### config.mk
export PLATFORM = sky130hd
export DESIGN_NAME = timebase_controller_flat
export DESIGN_NICKNAME = d
export VERILOG_FILES = /design/src/rtl/timebase_pkg.sv /design/src/rtl/timebase_controller_if.sv /design/src/rtl/timebase_channel.sv /design/src/rtl/timebase_controller.sv /design/src/flat_wrapper.sv
export SDC_FILE = /design/constraint.sdc
export NUM_CORES = 1
export LEC_CHECK = 0
export ABC_AREA = 1
export CORE_ASPECT_RATIO = 1.25
export CORE_MARGIN = 4
export CORE_UTILIZATION = 30
export CTS_BUF_LIST = sky130_fd_sc_hd__clkbuf_8
export CTS_CLUSTER_DIAMETER = 50
export CTS_CLUSTER_SIZE = 20
export DETAILED_ROUTE_END_ITERATION = 7
export SLEW_MARGIN = 25
export SYNTH_ARGS = -nofsm -noshare
export SYNTH_HDL_FRONTEND = slang
export SYNTH_HIERARCHICAL = 1
export SYNTH_SLANG_ARGS = --single-unit
### constraint.sdc
create_clock -name clk -period 2.9 [get_ports clk]
set_input_delay 0.58 -clock clk [delete_from_list [all_inputs] [get_ports clk]]
set_output_delay 0.58 -clock clk [all_outputs]
set_load 0.1 [all_outputs]
### src/rtl/timebase_pkg.sv
// Shared types and defaults for the timebase controller slice.
package timebase_pkg;

  localparam int unsigned CNT_W       = 26;
  localparam int unsigned DEFAULT_DIV = 25_000_000;

  typedef logic [CNT_W-1:0] cnt_t;

  typedef enum logic [1:0] {
    IDLE = 2'b00,
    RUN  = 2'b01,
    HALT = 2'b10
  } state_t;

endpackage

### src/rtl/timebase_controller_if.sv
// Divisor configuration port: valid/ready request carrying channel, divisor and enable.
interface timebase_controller_if #(
  parameter int unsigned CNT_W = 26
);

  logic             cfg_valid;
  logic             cfg_ready;
  logic [1:0]       cfg_ch;
  logic [CNT_W-1:0] cfg_div;
  logic             cfg_en;

  modport master (
    output cfg_valid, cfg_ch, cfg_div, cfg_en,
    input  cfg_ready
  );

  modport slave (
    input  cfg_valid, cfg_ch, cfg_div, cfg_en,
    output cfg_ready
  );

endinterface

### src/rtl/timebase_channel.sv
// One timebase channel: counter, active/shadow divisor, tick pulse and toggle.
module timebase_channel #(
  parameter int unsigned CNT_W       = 26,
  parameter int unsigned DEFAULT_DIV = 25_000_000
) (
  input  logic             clk,
  input  logic             reset,
  input  logic             run,
  input  logic             clear,
  input  logic             idle,
  input  logic             load,
  input  logic [CNT_W-1:0] load_div,
  input  logic             load_en,
  output logic             tick,
  output logic             toggle,
  output logic             pending
);

  logic [CNT_W-1:0] count;
  logic [CNT_W-1:0] div_active;
  logic [CNT_W-1:0] div_shadow;
  logic             enable;
  logic             load_now;

  // A new divisor can take effect at once when the channel is not actively counting.
  assign load_now = idle || !enable || !load_en;

  // Counting, terminal-count handling and divisor loading.
  always_ff @(posedge clk or negedge reset) begin
    if (!reset) begin
      count      <= '0;
      div_active <= CNT_W'(DEFAULT_DIV);
      div_shadow <= '0;
      pending    <= 1'b0;
      enable     <= 1'b1;
      tick       <= 1'b0;
      toggle     <= 1'b0;
    end else begin
      tick <= 1'b0;
      if (clear) begin
        count  <= '0;
        toggle <= 1'b0;
      end else if (run && enable) begin
        if (count == div_active) begin
          tick   <= 1'b1;
          toggle <= ~toggle;
          count  <= '0;
          if (pending) begin
            div_active <= div_shadow;
            pending    <= 1'b0;
          end
        end else begin
          count <= count + CNT_W'(1);
        end
      end
      if (load) begin
        enable <= load_en;
        if (load_now) begin
          div_active <= load_div;
          pending    <= 1'b0;
        end else begin
          div_shadow <= load_div;
          pending    <= 1'b1;
        end
        if (!load_en) begin
          count  <= '0;
          toggle <= 1'b0;
          tick   <= 1'b0;
        end
      end
    end
  end

endmodule

### src/rtl/timebase_controller.sv
// Run/pause/stop sequencer and config decode for NUM_CH timebase channels.
module timebase_controller #(
  parameter int unsigned NUM_CH      = 3,
  parameter int unsigned CNT_W       = timebase_pkg::CNT_W,
  parameter int unsigned DEFAULT_DIV = timebase_pkg::DEFAULT_DIV
) (
  input  logic                  clk,
  input  logic                  reset,
  input  logic                  start,
  input  logic                  pause,
  input  logic                  stop,
  timebase_controller_if.slave  cfg,
  output logic [NUM_CH-1:0]     tick,
  output logic [NUM_CH-1:0]     toggle,
  output logic [1:0]            state
);

  import timebase_pkg::*;

  state_t            st_q;
  logic              idle;
  logic              run;
  logic              clear;
  logic              xfer;
  logic [NUM_CH-1:0] pending;
  logic [3:0]        pend_ext;

  assign state = st_q;
  assign idle  = (st_q == IDLE);
  // Channels count only while RUN persists across this edge, so no tick lands in HALT/IDLE.
  assign run   = (st_q == RUN) && !stop && !pause;
  assign clear = stop && !idle;

  // Sequencer with stop > pause > start priority.
  always_ff @(posedge clk or negedge reset) begin
    if (!reset) begin
      st_q <= IDLE;
    end else begin
      case (st_q)
        IDLE: if (start && !stop) st_q <= RUN;
        RUN: begin
          if (stop)       st_q <= IDLE;
          else if (pause) st_q <= HALT;
        end
        HALT: begin
          if (stop)       st_q <= IDLE;
          else if (start) st_q <= RUN;
        end
        default: st_q <= IDLE;
      endcase
    end
  end

  // Out-of-range channel indices see a zero pending bit and are always accepted.
  always_comb begin
    pend_ext               = '0;
    pend_ext[NUM_CH-1:0]   = pending;
  end

  assign cfg.cfg_ready = ~pend_ext[cfg.cfg_ch];
  assign xfer          = cfg.cfg_valid && cfg.cfg_ready;

  for (genvar i = 0; i < NUM_CH; i++) begin : g_ch
    timebase_channel #(
      .CNT_W       (CNT_W),
      .DEFAULT_DIV (DEFAULT_DIV)
    ) u_ch (
      .clk      (clk),
      .reset    (reset),
      .run      (run),
      .clear    (clear),
      .idle     (idle),
      .load     (xfer && (cfg.cfg_ch == 2'(i))),
      .load_div (cfg.cfg_div),
      .load_en  (cfg.cfg_en),
      .tick     (tick[i]),
      .toggle   (toggle[i]),
      .pending  (pending[i])
    );
  end

endmodule

### src/flat_wrapper.sv
// flat-port wrapper written by rule: the top's interface ports become plain ports
module timebase_controller_flat import timebase_pkg::*;
#(
  parameter int unsigned NUM_CH      = 3,
  parameter int unsigned CNT_W       = timebase_pkg::CNT_W,
  parameter int unsigned DEFAULT_DIV = timebase_pkg::DEFAULT_DIV
)
  (clk, reset, start, pause, stop, tick, toggle, state, cfg_cfg_valid, cfg_cfg_ch, cfg_cfg_div, cfg_cfg_en, cfg_cfg_ready);
  timebase_controller_if #(.CNT_W(CNT_W)) cfg_i ();
  input  logic clk;
  input  logic reset;
  input  logic start;
  input  logic pause;
  input  logic stop;
  output logic [NUM_CH-1:0] tick;
  output logic [NUM_CH-1:0] toggle;
  output logic [1:0] state;
  input wire logic [$bits(cfg_i.cfg_valid)-1:0] cfg_cfg_valid;
  input wire logic [$bits(cfg_i.cfg_ch)-1:0] cfg_cfg_ch;
  input wire logic [$bits(cfg_i.cfg_div)-1:0] cfg_cfg_div;
  input wire logic [$bits(cfg_i.cfg_en)-1:0] cfg_cfg_en;
  output wire logic [$bits(cfg_i.cfg_ready)-1:0] cfg_cfg_ready;
  assign cfg_i.cfg_valid = cfg_cfg_valid;
  assign cfg_i.cfg_ch = cfg_cfg_ch;
  assign cfg_i.cfg_div = cfg_cfg_div;
  assign cfg_i.cfg_en = cfg_cfg_en;
  assign cfg_cfg_ready = cfg_i.cfg_ready;
  timebase_controller #(.NUM_CH(NUM_CH), .CNT_W(CNT_W), .DEFAULT_DIV(DEFAULT_DIV)) u_core (.clk(clk), .reset(reset), .start(start), .pause(pause), .stop(stop), .cfg(cfg_i), .tick(tick), .toggle(toggle), .state(state));
endmodule
==> impl_metrics.yaml, run 1 <==
cts:
  h-tree-depth: 1
  cts_tree: "yes"
  cts_resized: 0
  cts_root_buffer: "clkbuf_8"
  clkLatencyLatePin_ns: 0.62
  clk_pin_slew_ns: 0.09
  clock_path_buffers: 3
  cts_buffers: 28
  clock_sinks: 248
cells_and_area:
  fin_area_sq_um: 17070
  area_delta_synth_final_pct: 15.58
  layout.cells.non_filler: 2894
  nets: 2264
  fillers: 5201
  regArea_sq_um: 6255
  fin_util_pct: 35.16
  multi_input_area_sq_um: 6942
  drive_gt1_share_pct: 13.79
outcome:
  outcome: "finished clean"
worst_setup_path:
  rr_startpoint: "u_core/state[1]"
  reg2regPathDepth: 15
  startpoint_type: "input port"
  cpPeakStageDelay_ns: 0.62
  crit_path_max_fanout: 4
  r2r_end: "u_core/g_ch[0].u_ch/div_active[7]"
  crit_path_top_delay_cell: "clkdlybuf4s50_1"
  critPathArrivalTime_ns: 1.83
  cp.required_ns: 2.32
  critPathKind: "input port to output pin"
  end_kind: "output pin"
  reg2reg_slack_ns: 0.52
  path_cells: "clkdlybuf4s50_1, inv_2, nand3_2, and3_2, buf_12"
global_route:
  met1_usage_pct: 22.37
  grt.overflow.total: 0
  first_global_vias: 13800
  antenna_found_initial: 2
  grt_pass1_wl_um: 75730
  grt_max_degree: 58
  met3_usage_pct: 2.180
  grt_use_total_pct: 17.79
  met2_usage_pct: 30.60
  grt.busiest_layer: "met2"
place:
  port_buffers: 43
  place_inst: 2839
  gp_congestion: 0.9280
  post-place-ws_ns: -0.1053
  place_area_sq_um: 16420
  hpwl_um: 35720
power:
  p_leak_nw: 8.847
  irDropWorstVdd_uv: 350.7
  finalPower_mw: 11.30
  power.density_nw_per_um2: 662.3
synth:
  yosysTopAreaCell: "dfrtp_1"
  synth-edff-count: 0
  async_reset_ff_share_pct: 100.0
  synth_top_cell_area_share_pct: 35.42
  yosysUniqueCellTypes: 46
  synthFlopType: "dfrtp_1"
  synth_nets: 2167
  synth.avg_cell_area_sq_um: 6.935
  yosys-top-cells-area: "dfrtp_1 (35%), nand2_1 (18%), inv_1 (7.2%)"
  syn_inst: 2129
  ys_ff_latch: 248
  synthMostInstantiatedCell: "nand2_1"
  netlist_area_sq_um: 14760
  yosysSeqAreaShare_pct: 42.36
  synth_common_cells: "nand2_1 (720), inv_1 (283), nor2_1 (220)"
  yosys_warnings: 6
die:
  boundaryPins: 44
  die_w_um: 206.4
  die_area_sq_um: 52850
  die_h_um: 256.0
  coreArea_sq_um: 48530
  initial_core_util_pct: 30.42
  rows: 90
sta:
  maxSlewViolCount: 0
  fin_crit_ns: 2.415
  grt_setup_unrepaired: "false"
  finalWorstSetupSlack_ns: 0.4850
  maxSlewHeadroom_pct: 63.72
  finalCritPeriodShare_pct: 83.28
  fmax_mhz: 414.1
  worst_pin_slew_ns: 0.5426
  setup_viol: 0
  finalHoldViolCount: 0
  finalSetupTns_ns: 0
  hold_ws_ns: 0.4870
  fin_skew_ns: 0.01805
flow_run:
  max_cap_viol_count: 0
worst_hold_path:
  worst_hold_path_type: "input port to async pin"
drt:
  first_pass_iters: 5
  ant_nets: 0
  viasPerCell: 4.792
  wirelength_um: 47010
  drc: 0
  vias: 13870
  first_iter_violations: 966
  wl_per_cell_um: 16.25
[area by class of cell]
cell class                 count  share of cell area, %
antenna                        2                0.02933
sequential                   248                  36.65
multi-input combinational   1481                  40.68
clock inverter                20                  1.092
timing repair buffer         126                  6.745
tap                          644                  4.722
clock buffer                  32                  2.581
inverter                     341                  7.501
[layout by cell type, fill, tap and decap left out, drive strengths merged, types with 39 or more instances in the layout]
cell and count:
inv 341, a21oi 72, nand3 125, nor2 239, dfstp 39, nand4 88
o21ai 96, nand2 728, buf 92, dfrtp 209
[power by group]
part           switching (mW)  leakage [nW]  internal [mW]
Combinational            2.20          5.40           1.27
Clock                    1.54         0.320           1.11
Sequential              0.705          3.13           4.47
[sequential cells by signal, summed over array words and instances, names as in the netlist]
name	flops
u_core/g_ch.u_ch/toggle	3
u_core/state	2
u_core/g_ch.u_ch/div_active	78
u_core/g_ch.u_ch/count	78
u_core/g_ch.u_ch/tick	3
u_core/g_ch.u_ch/enable	3
u_core/g_ch.u_ch/div_shadow	78
u_core/g_ch.u_ch/pending	3
[routing by layer]
layer	routed length, um	part of all wire (%)	up-vias
li1	-	-	6879
met1	20000	43	6557
met2	22910	49	342
met3	2048	4.4	89
met4	2053	4.4	0
met5	0	0	-
[worst max-delay path by stage]
stage | from | endpoint | slack, ns | depth (start not counted)
final | cfg_cfg_ch[1] | cfg_cfg_ready | 0.49 | 5
after global routing | u_core/state[1] | u_core/g_ch[0].u_ch/div_active[10] | 0.27 | 15
after CTS | u_core/state[1] | u_core/g_ch[0].u_ch/div_active[7] | 0.49 | 15
after detailed placement | stop | u_core/g_ch[0].u_ch/div_active[17] | -0.11 | 16
after global placement | stop | u_core/g_ch[0].u_ch/div_active[2] | -0.03 | 16
after floorplan | u_core/state[0] | u_core/g_ch[0].u_ch/div_active[10] | 0.09 | 8
[kinds of logic (layout without fill, tap and decap cells)]
kind of cell	Yosys count	count (layout)	synth area share [%]
adders and majority gates	3	3	0.2543
DFF	248	248	42.36
other	0	2	0
xor gates and xnor gates	18	18	1.068
AOI/OAI and AO/OA	184	184	6.771
and+or+nand+nor	1248	1248	36.79
buffers and inverters	400	519	10.62
muxes	28	28	2.136
[critical path: cells and delay by family]
| kind | cells | cell delay (ns) |
|---|---|---|
| buffers and inverters | 3 | 0.91 |
| AND/OR/NAND/NOR | 2 | 0.35 |
[timing repair]
item | in CTS | in global routing
buffers inserted | 0 | 0
hold buffers | 1 | 0
hold endpoints to repair | 42 | 0
(Power assumes the default switching activity.)
==> run 2: changes to the inputs <==
==> constraint.sdc (replaced) <==
create_clock -name clk -period 2 [get_ports clk]
set_input_delay 0.4 -clock clk [delete_from_list [all_inputs] [get_ports clk]]
set_output_delay 0.4 -clock clk [all_outputs]
set_load 0.1 [all_outputs]
==> run 2 against run 1 <==
The flow now finishes with violations (setup timing). Combinational power increased by 68%. First-iteration DRC count decreased by 12%. Routed wire length rose by 6.2%. Sequential share of layout area down 3.9 points. Utilization is 4.3 points higher. Clock skew increased by 0.037 ns. Highest routed layer unchanged.
==> impl_metrics.yaml, run 2 (same netlist as run 1, synthesis figures left out) <==
outcome:
  outcome: "finished with violations"
  violations: "setup timing"
worst_setup_path:
  reg2reg_slack_ns: -0.11
  path_cells: "inv_4, nand3_4, clkinv_8, nand2_4, a21oi_2, nand2_1, nor2_2, nand3_4, nor2_8, nand3_4, clkbuf_16, nand2_1, nand3_2, nand2_1, inv_1"
  rr_startpoint: "u_core/state[1]"
  crit_path_top_delay_cell: "dfrtp_4"
  crit_path_max_fanout: 5
  reg2regPathDepth: 15
  startpoint_type: "flip-flop"
  end_kind: "flip-flop"
  crit_end: "u_core/g_ch[0].u_ch/div_active[25]"
  critPathArrivalTime_ns: 2.69
  critPathKind: "flip-flop to flip-flop"
  crit_start: "u_core/state[1]"
  cpPeakStageDelay_ns: 0.49
  cp.required_ns: 2.58
  r2r_end: "u_core/g_ch[0].u_ch/div_active[25]"
sta:
  fmax_mhz: 474.2
  setup_viol: 75
  grt_setup_unrepaired: "true"
  worst_pin_slew_ns: 0.5641
  fin_skew_ns: 0.05470
  maxSlewViolCount: 0
  finalCritPeriodShare_pct: 105.4
  finalHoldViolCount: 0
  hold_ws_ns: 0.3091
  maxSlewHeadroom_pct: 62.40
  fin_crit_ns: 2.109
  finalWorstSetupSlack_ns: -0.1087
die:
  boundaryPins: 44
  die_w_um: 206.4
  initial_core_util_pct: 30.42
  die_area_sq_um: 52850
  die_h_um: 256.0
  coreArea_sq_um: 48530
  rows: 90
cells_and_area:
  final_common_cell: "nand2_1"
  nets: 2388
  regArea_sq_um: 6264
  drive_gt1_share_pct: 24.21
  fillers: 4971
  layout_common_cells: "nand2_1 (673), inv_1 (276), dfrtp_1 (206)"
  area_delta_synth_final_pct: 29.69
  fin_area_sq_um: 19150
  multi_input_area_sq_um: 7647
  largest_registers: "u_core/g_ch.u_ch/count x78, u_core/g_ch.u_ch/div_active x78, u_core/g_ch.u_ch/div_shadow x78"
drt:
  wirelength_um: 49920
  drc: 0
  first_pass_iters: 7
  wl_per_cell_um: 16.53
  first_iter_violations: 849
  viasPerCell: 4.792
  ant_nets: 0
  vias: 14470
global_route:
  grt.busiest_layer: "met2"
  met3_usage_pct: 2.509
  met2_usage_pct: 31.17
  met1_usage_pct: 23.35
  grt_use_total_pct: 18.33
  first_global_vias: 14370
  grt_max_degree: 59
  grt.overflow.total: 0
  grt_pass1_wl_um: 77680
  antenna_found_initial: 1
place:
  place_area_sq_um: 17170
  port_buffers: 43
  gp_congestion: 0.9105
  hpwl_um: 37260
power:
  p_leak_nw: 9.706
  irDropWorstVdd_uv: 668.9
  power.density_nw_per_um2: 923.1
worst_hold_path:
  worst_hold_path_type: "input port to async pin"
cts:
  clk_pin_slew_ns: 0.12
  cts_buffers: 31
  clock_path_buffers: 3
  h-tree-depth: 1
  cts_tree: "yes"
  clock_sinks: 248
  clkLatencyLatePin_ns: 0.67
  cts_root_buffer: "clkbuf_8"
flow_run:
  max_cap_viol_count: 0
[run 2: cell types whose count changed in the layout (fill, tap and decap cells not counted), moves of 9 or more]
cell	change
buf_4	+79
nand2_1	-47
nand2_2	+42
nor2_1	-30
nor2_2	+21
nand3_1	-19
buf_12	+17
nand3_2	+15
o21ai_0	-14
a21oi_1	-12
buf_6	+12
a21oi_2	+10
nand3_4	+10
nor2_4	+9
[run 2: power breakdown]
part	leakage, nW	internal [mW]	total (mW)	switching (mW)
Clock	0.373	1.73	4.31	2.58
Sequential	3.12	6.49	7.54	1.05
Combinational	6.21	2.31	5.82	3.51
[run 2: cell type report]
class / instances / share of cell area (%)
clock inverter: 27 / 1.614
timing repair buffer: 241 / 12.48
inverter: 341 / 6.803
sequential: 248 / 32.71
multi-input combinational: 1487 / 39.94
antenna: 1 / 0.01307
clock buffer: 31 / 2.228
tap: 644 / 4.208
[run 2: worst max-delay path, delay by kind of cell, from the launching register on]
| kind | cells | cell delay, ns |
|---|---|---|
| AND/OR/NAND/NOR | 10 | 1.03 |
| flip-flops | 1 | 0.49 |
| buffers and inverters | 4 | 0.43 |
| AO/OA/AOI/OAI | 1 | 0.10 |
[run 2: worst min-delay path by stage]
stage                     start                                  to  slack [ns]  depth (start not counted)
after CTS                 reset  u_core/g_ch[0].u_ch/div_shadow[22]        0.25                          2
after global routing      reset  u_core/g_ch[0].u_ch/div_shadow[22]        0.30                          2
after detailed placement  reset        u_core/g_ch[1].u_ch/count[9]        0.40                          1
after global placement    reset  u_core/g_ch[1].u_ch/div_shadow[19]        0.38                          1
final                     reset   u_core/g_ch[2].u_ch/div_shadow[9]        0.31                          2
after floorplan           reset        u_core/g_ch[0].u_ch/count[0]        0.10                          0
[run 2: layer usage]
layer / part of all wire (%) / routed length [um] / vias up
met5: 0 / 0 / -
met4: 4.0 / 1976 / 0
met1: 42 / 21120 / 6873
met3: 4.6 / 2301 / 101
li1: - / - / 7155
met2: 49 / 24520 / 342
[run 2: timing repair]
action                                 CTS  global route
gates cloned                             6             6
setup buffers                           26             8
resized for setup                       51           159
setup endpoints to repair              137           158
pin swaps                               14            50
endpoints found under the hold margin   41             0
hold buffers                             1             0
[run 2: per-stage QoR]
stage | utilization (%) | TNS (ns) | total power [mW] | worst slack [ns] | cells
finish | 39.45 | -3.818 | 17.67 | -0.1087 | 3020
global route | 39.45 | -14.22 | 18.94 | -0.2609 | 3020
CTS | 37.87 | -0.3316 | 17.54 | -0.07995 | 3006
detailed placement | 35.37 | -106.98 | 13.00 | -0.7570 | 2915
global placement | 35.37 | -104.23 | 12.84 | -0.6799 | 2915
floorplan | - | -4.749 | 10.80 | -0.1113 | 2129
==> run 3: changes to the inputs <==
--- a/config.mk
+++ b/config.mk
@@ -13,6 +13,7 @@
 export CTS_CLUSTER_DIAMETER = 50
 export CTS_CLUSTER_SIZE = 20
 export DETAILED_ROUTE_END_ITERATION = 7
+export GPL_ROUTABILITY_DRIVEN = 0
 export SLEW_MARGIN = 25
 export SYNTH_ARGS = -nofsm -noshare
 export SYNTH_HDL_FRONTEND = slang
==> run 3 against run 2 <==
The flow still finishes with violations (setup timing). Sequential share of layout area increased by 0.56 points. Routed wire length decreased by 4.0%. Power increased by 0.73%. Die area unchanged. Worst setup slack improved by 0.047 ns. Maximum frequency increased by 2.3%. Count of clock-buffer cells in the layout increased by 1. Global-route usage decreased by 0.68 points. Non-clock buffer count decreased by 34. Sequential cell count unchanged. Clock power increased by 4%. Critical path type unchanged.
==> impl_metrics.yaml, run 3 (same netlist as run 1, synthesis figures left out) <==
cts:
  cts_tree: "yes"
  clock_path_buffers: 3
  h-tree-depth: 1
  cts_buffers: 31
  cts_root_buffer: "clkbuf_8"
  clk_pin_slew_ns: 0.09
  clkLatencyLatePin_ns: 0.68
  clock_sinks: 248
sta:
  setup_viol: 24
  maxSlewHeadroom_pct: 60.08
  fin_crit_ns: 2.062
  fin_skew_ns: 0.06654
  fmax_mhz: 485.0
  grt_setup_unrepaired: "true"
  finalHoldViolCount: 0
  maxSlewViolCount: 0
  finalCritPeriodShare_pct: 103.1
  finalWorstSetupSlack_ns: -0.06201
  worst_pin_slew_ns: 0.5988
power:
  irDropWorstVdd_uv: 551.3
  finalPower_mw: 17.80
  internal_power_mw: 10.83
  pwr-share-clk_pct: 25.1
  power.switching_mw: 6.969
  switching_share_pct: 39.15
  combPwrFrac_pct: 32.4
  power.density_nw_per_um2: 945.4
  seqPwrFrac_pct: 42.4
  p_leak_nw: 9.558
drt:
  first_iter_violations: 1125
  wirelength_um: 47930
  vias: 14570
  first_pass_iters: 6
  wl_per_cell_um: 16.05
  viasPerCell: 4.877
  ant_nets: 0
  drc: 0
worst_setup_path:
  cp.required_ns: 2.56
  end_kind: "flip-flop"
  crit_start: "u_core/state[1]"
  reg2regPathDepth: 14
  crit_path_top_delay_cell: "dfrtp_4"
  cpPeakStageDelay_ns: 0.49
  rr_startpoint: "u_core/state[1]"
  reg2reg_slack_ns: -0.06
  path_cells: "inv_4, nand3_4, clkinv_8, nand2_8, inv_6, nand4_1, nor2_2, nand2_2, nor2_4, nand4_1, buf_4, buf_4, nand2_1, a21oi_1"
  critPathKind: "flip-flop to flip-flop"
  crit_path_max_fanout: 6
  path_buf_inv: 5
  r2r_end: "u_core/g_ch[0].u_ch/count[18]"
  startpoint_type: "flip-flop"
  critPathArrivalTime_ns: 2.63
  critPathTopFamily: "simple AND/OR/NAND/NOR gates"
global_route:
  grt_max_degree: 65
  first_global_vias: 14030
  antenna_found_initial: 2
  grt_pass1_wl_um: 75620
  grt.overflow.total: 0
  grt_use_total_pct: 17.66
place:
  post-place-ws_ns: -0.7786
  port_buffers: 43
  hpwl_um: 35420
  place_inst: 2896
outcome:
  violations: "setup timing"
  outcome: "finished with violations"
cells_and_area:
  drive_gt1_share_pct: 22.67
  nets: 2355
  largest_registers: "u_core/g_ch.u_ch/count x78, u_core/g_ch.u_ch/div_active x78, u_core/g_ch.u_ch/div_shadow x78"
  final_common_cell: "nand2_1"
  layout_common_cells: "nand2_1 (670), inv_1 (278), dfrtp_1 (204)"
  area_delta_synth_final_pct: 27.54
  layout.cells.non_filler: 2987
die:
  boundaryPins: 44
  die_h_um: 256.0
  initial_core_util_pct: 30.42
  rows: 90
  die_w_um: 206.4
  coreArea_sq_um: 48530
  die_area_sq_um: 52850
flow_run:
  max_cap_viol_count: 0
worst_hold_path:
  worst_hold_path_type: "input port to async pin"
run 3: how the worst max path moves through the flow:
stage,endpoint,depth (start not counted)
floorplan,u_core/g_ch[2].u_ch/count[20],14
global placement,u_core/g_ch[1].u_ch/div_active[7],14
detailed placement,u_core/g_ch[2].u_ch/div_active[23],15
CTS,u_core/g_ch[1].u_ch/div_active[9],15
global route,u_core/g_ch[0].u_ch/count[20],12
finish,u_core/g_ch[0].u_ch/count[18],14
run 3: worst reg2reg max path, delay by kind of cell (launching register included):
family | cells | cell delay [ns]
and+or+nand+nor | 8 | 0.91
DFF | 1 | 0.49
AOI/OAI and AO/OA | 1 | 0.04
buffers and inverters | 5 | 0.58
run 3: per-stage QoR:
step / hold WS [ns] / instance area [sq um] / setup TNS, ns / utilization [%]
global placement: 0.3936 / 17010 / -100.77 / 35.05
finish: 0.2894 / 18830 / -0.5684 / 38.80
global route: 0.3182 / 18830 / -10.09 / 38.80
CTS: 0.2818 / 18210 / -0.9309 / 37.51
floorplan: 0.1044 / 14810 / -4.749 / -
detailed placement: 0.3963 / 17010 / -112.14 / 35.05
run 3: final cells by class:
type,count,area (sq um)
Tap cell,644,805.8
Fill cell,4936,29700
Inverter,341,1308
Clock inverter,26,304.0
Multi-Input combinational cell,1488,7650
Sequential cell,248,6266
Clock buffer,32,440.4
Timing Repair Buffer,207,2054
Antenna cell,1,2.502
run 3: layer usage:
metal  vias up  GRT usage [%]  share of wire [%]
met4         2          7.692                4.9
met5         -              0              0.025
li1       7089              -                  -
met2       476          29.28                 48
met1      6877          23.27                 42
met3       124          1.800                5.1
run 3: power by group through the flow:
stage / Combinational (mW) / Sequential, mW / Clock, mW
2_1_floorplan: 3.52 / 7.28 / 0
3_3_place_gp: 5.19 / 7.54 / 0
3_5_place_dp: 5.32 / 7.55 / 0
4_1_cts: 5.47 / 7.48 / 4.61
5_1_grt: 6.51 / 7.70 / 4.80
6_report: 5.78 / 7.56 / 4.47
run 3: timing repair:
item | 4_1_cts | 5_1_grt
buffers inserted | 12 | 8
gates cloned | 7 | 4
hold endpoints to repair | 48 | 0
endpoints found under the setup margin | 127 | 168
gates resized for setup | 49 | 143
pin swaps | 22 | 45
hold buffers | 1 | 0
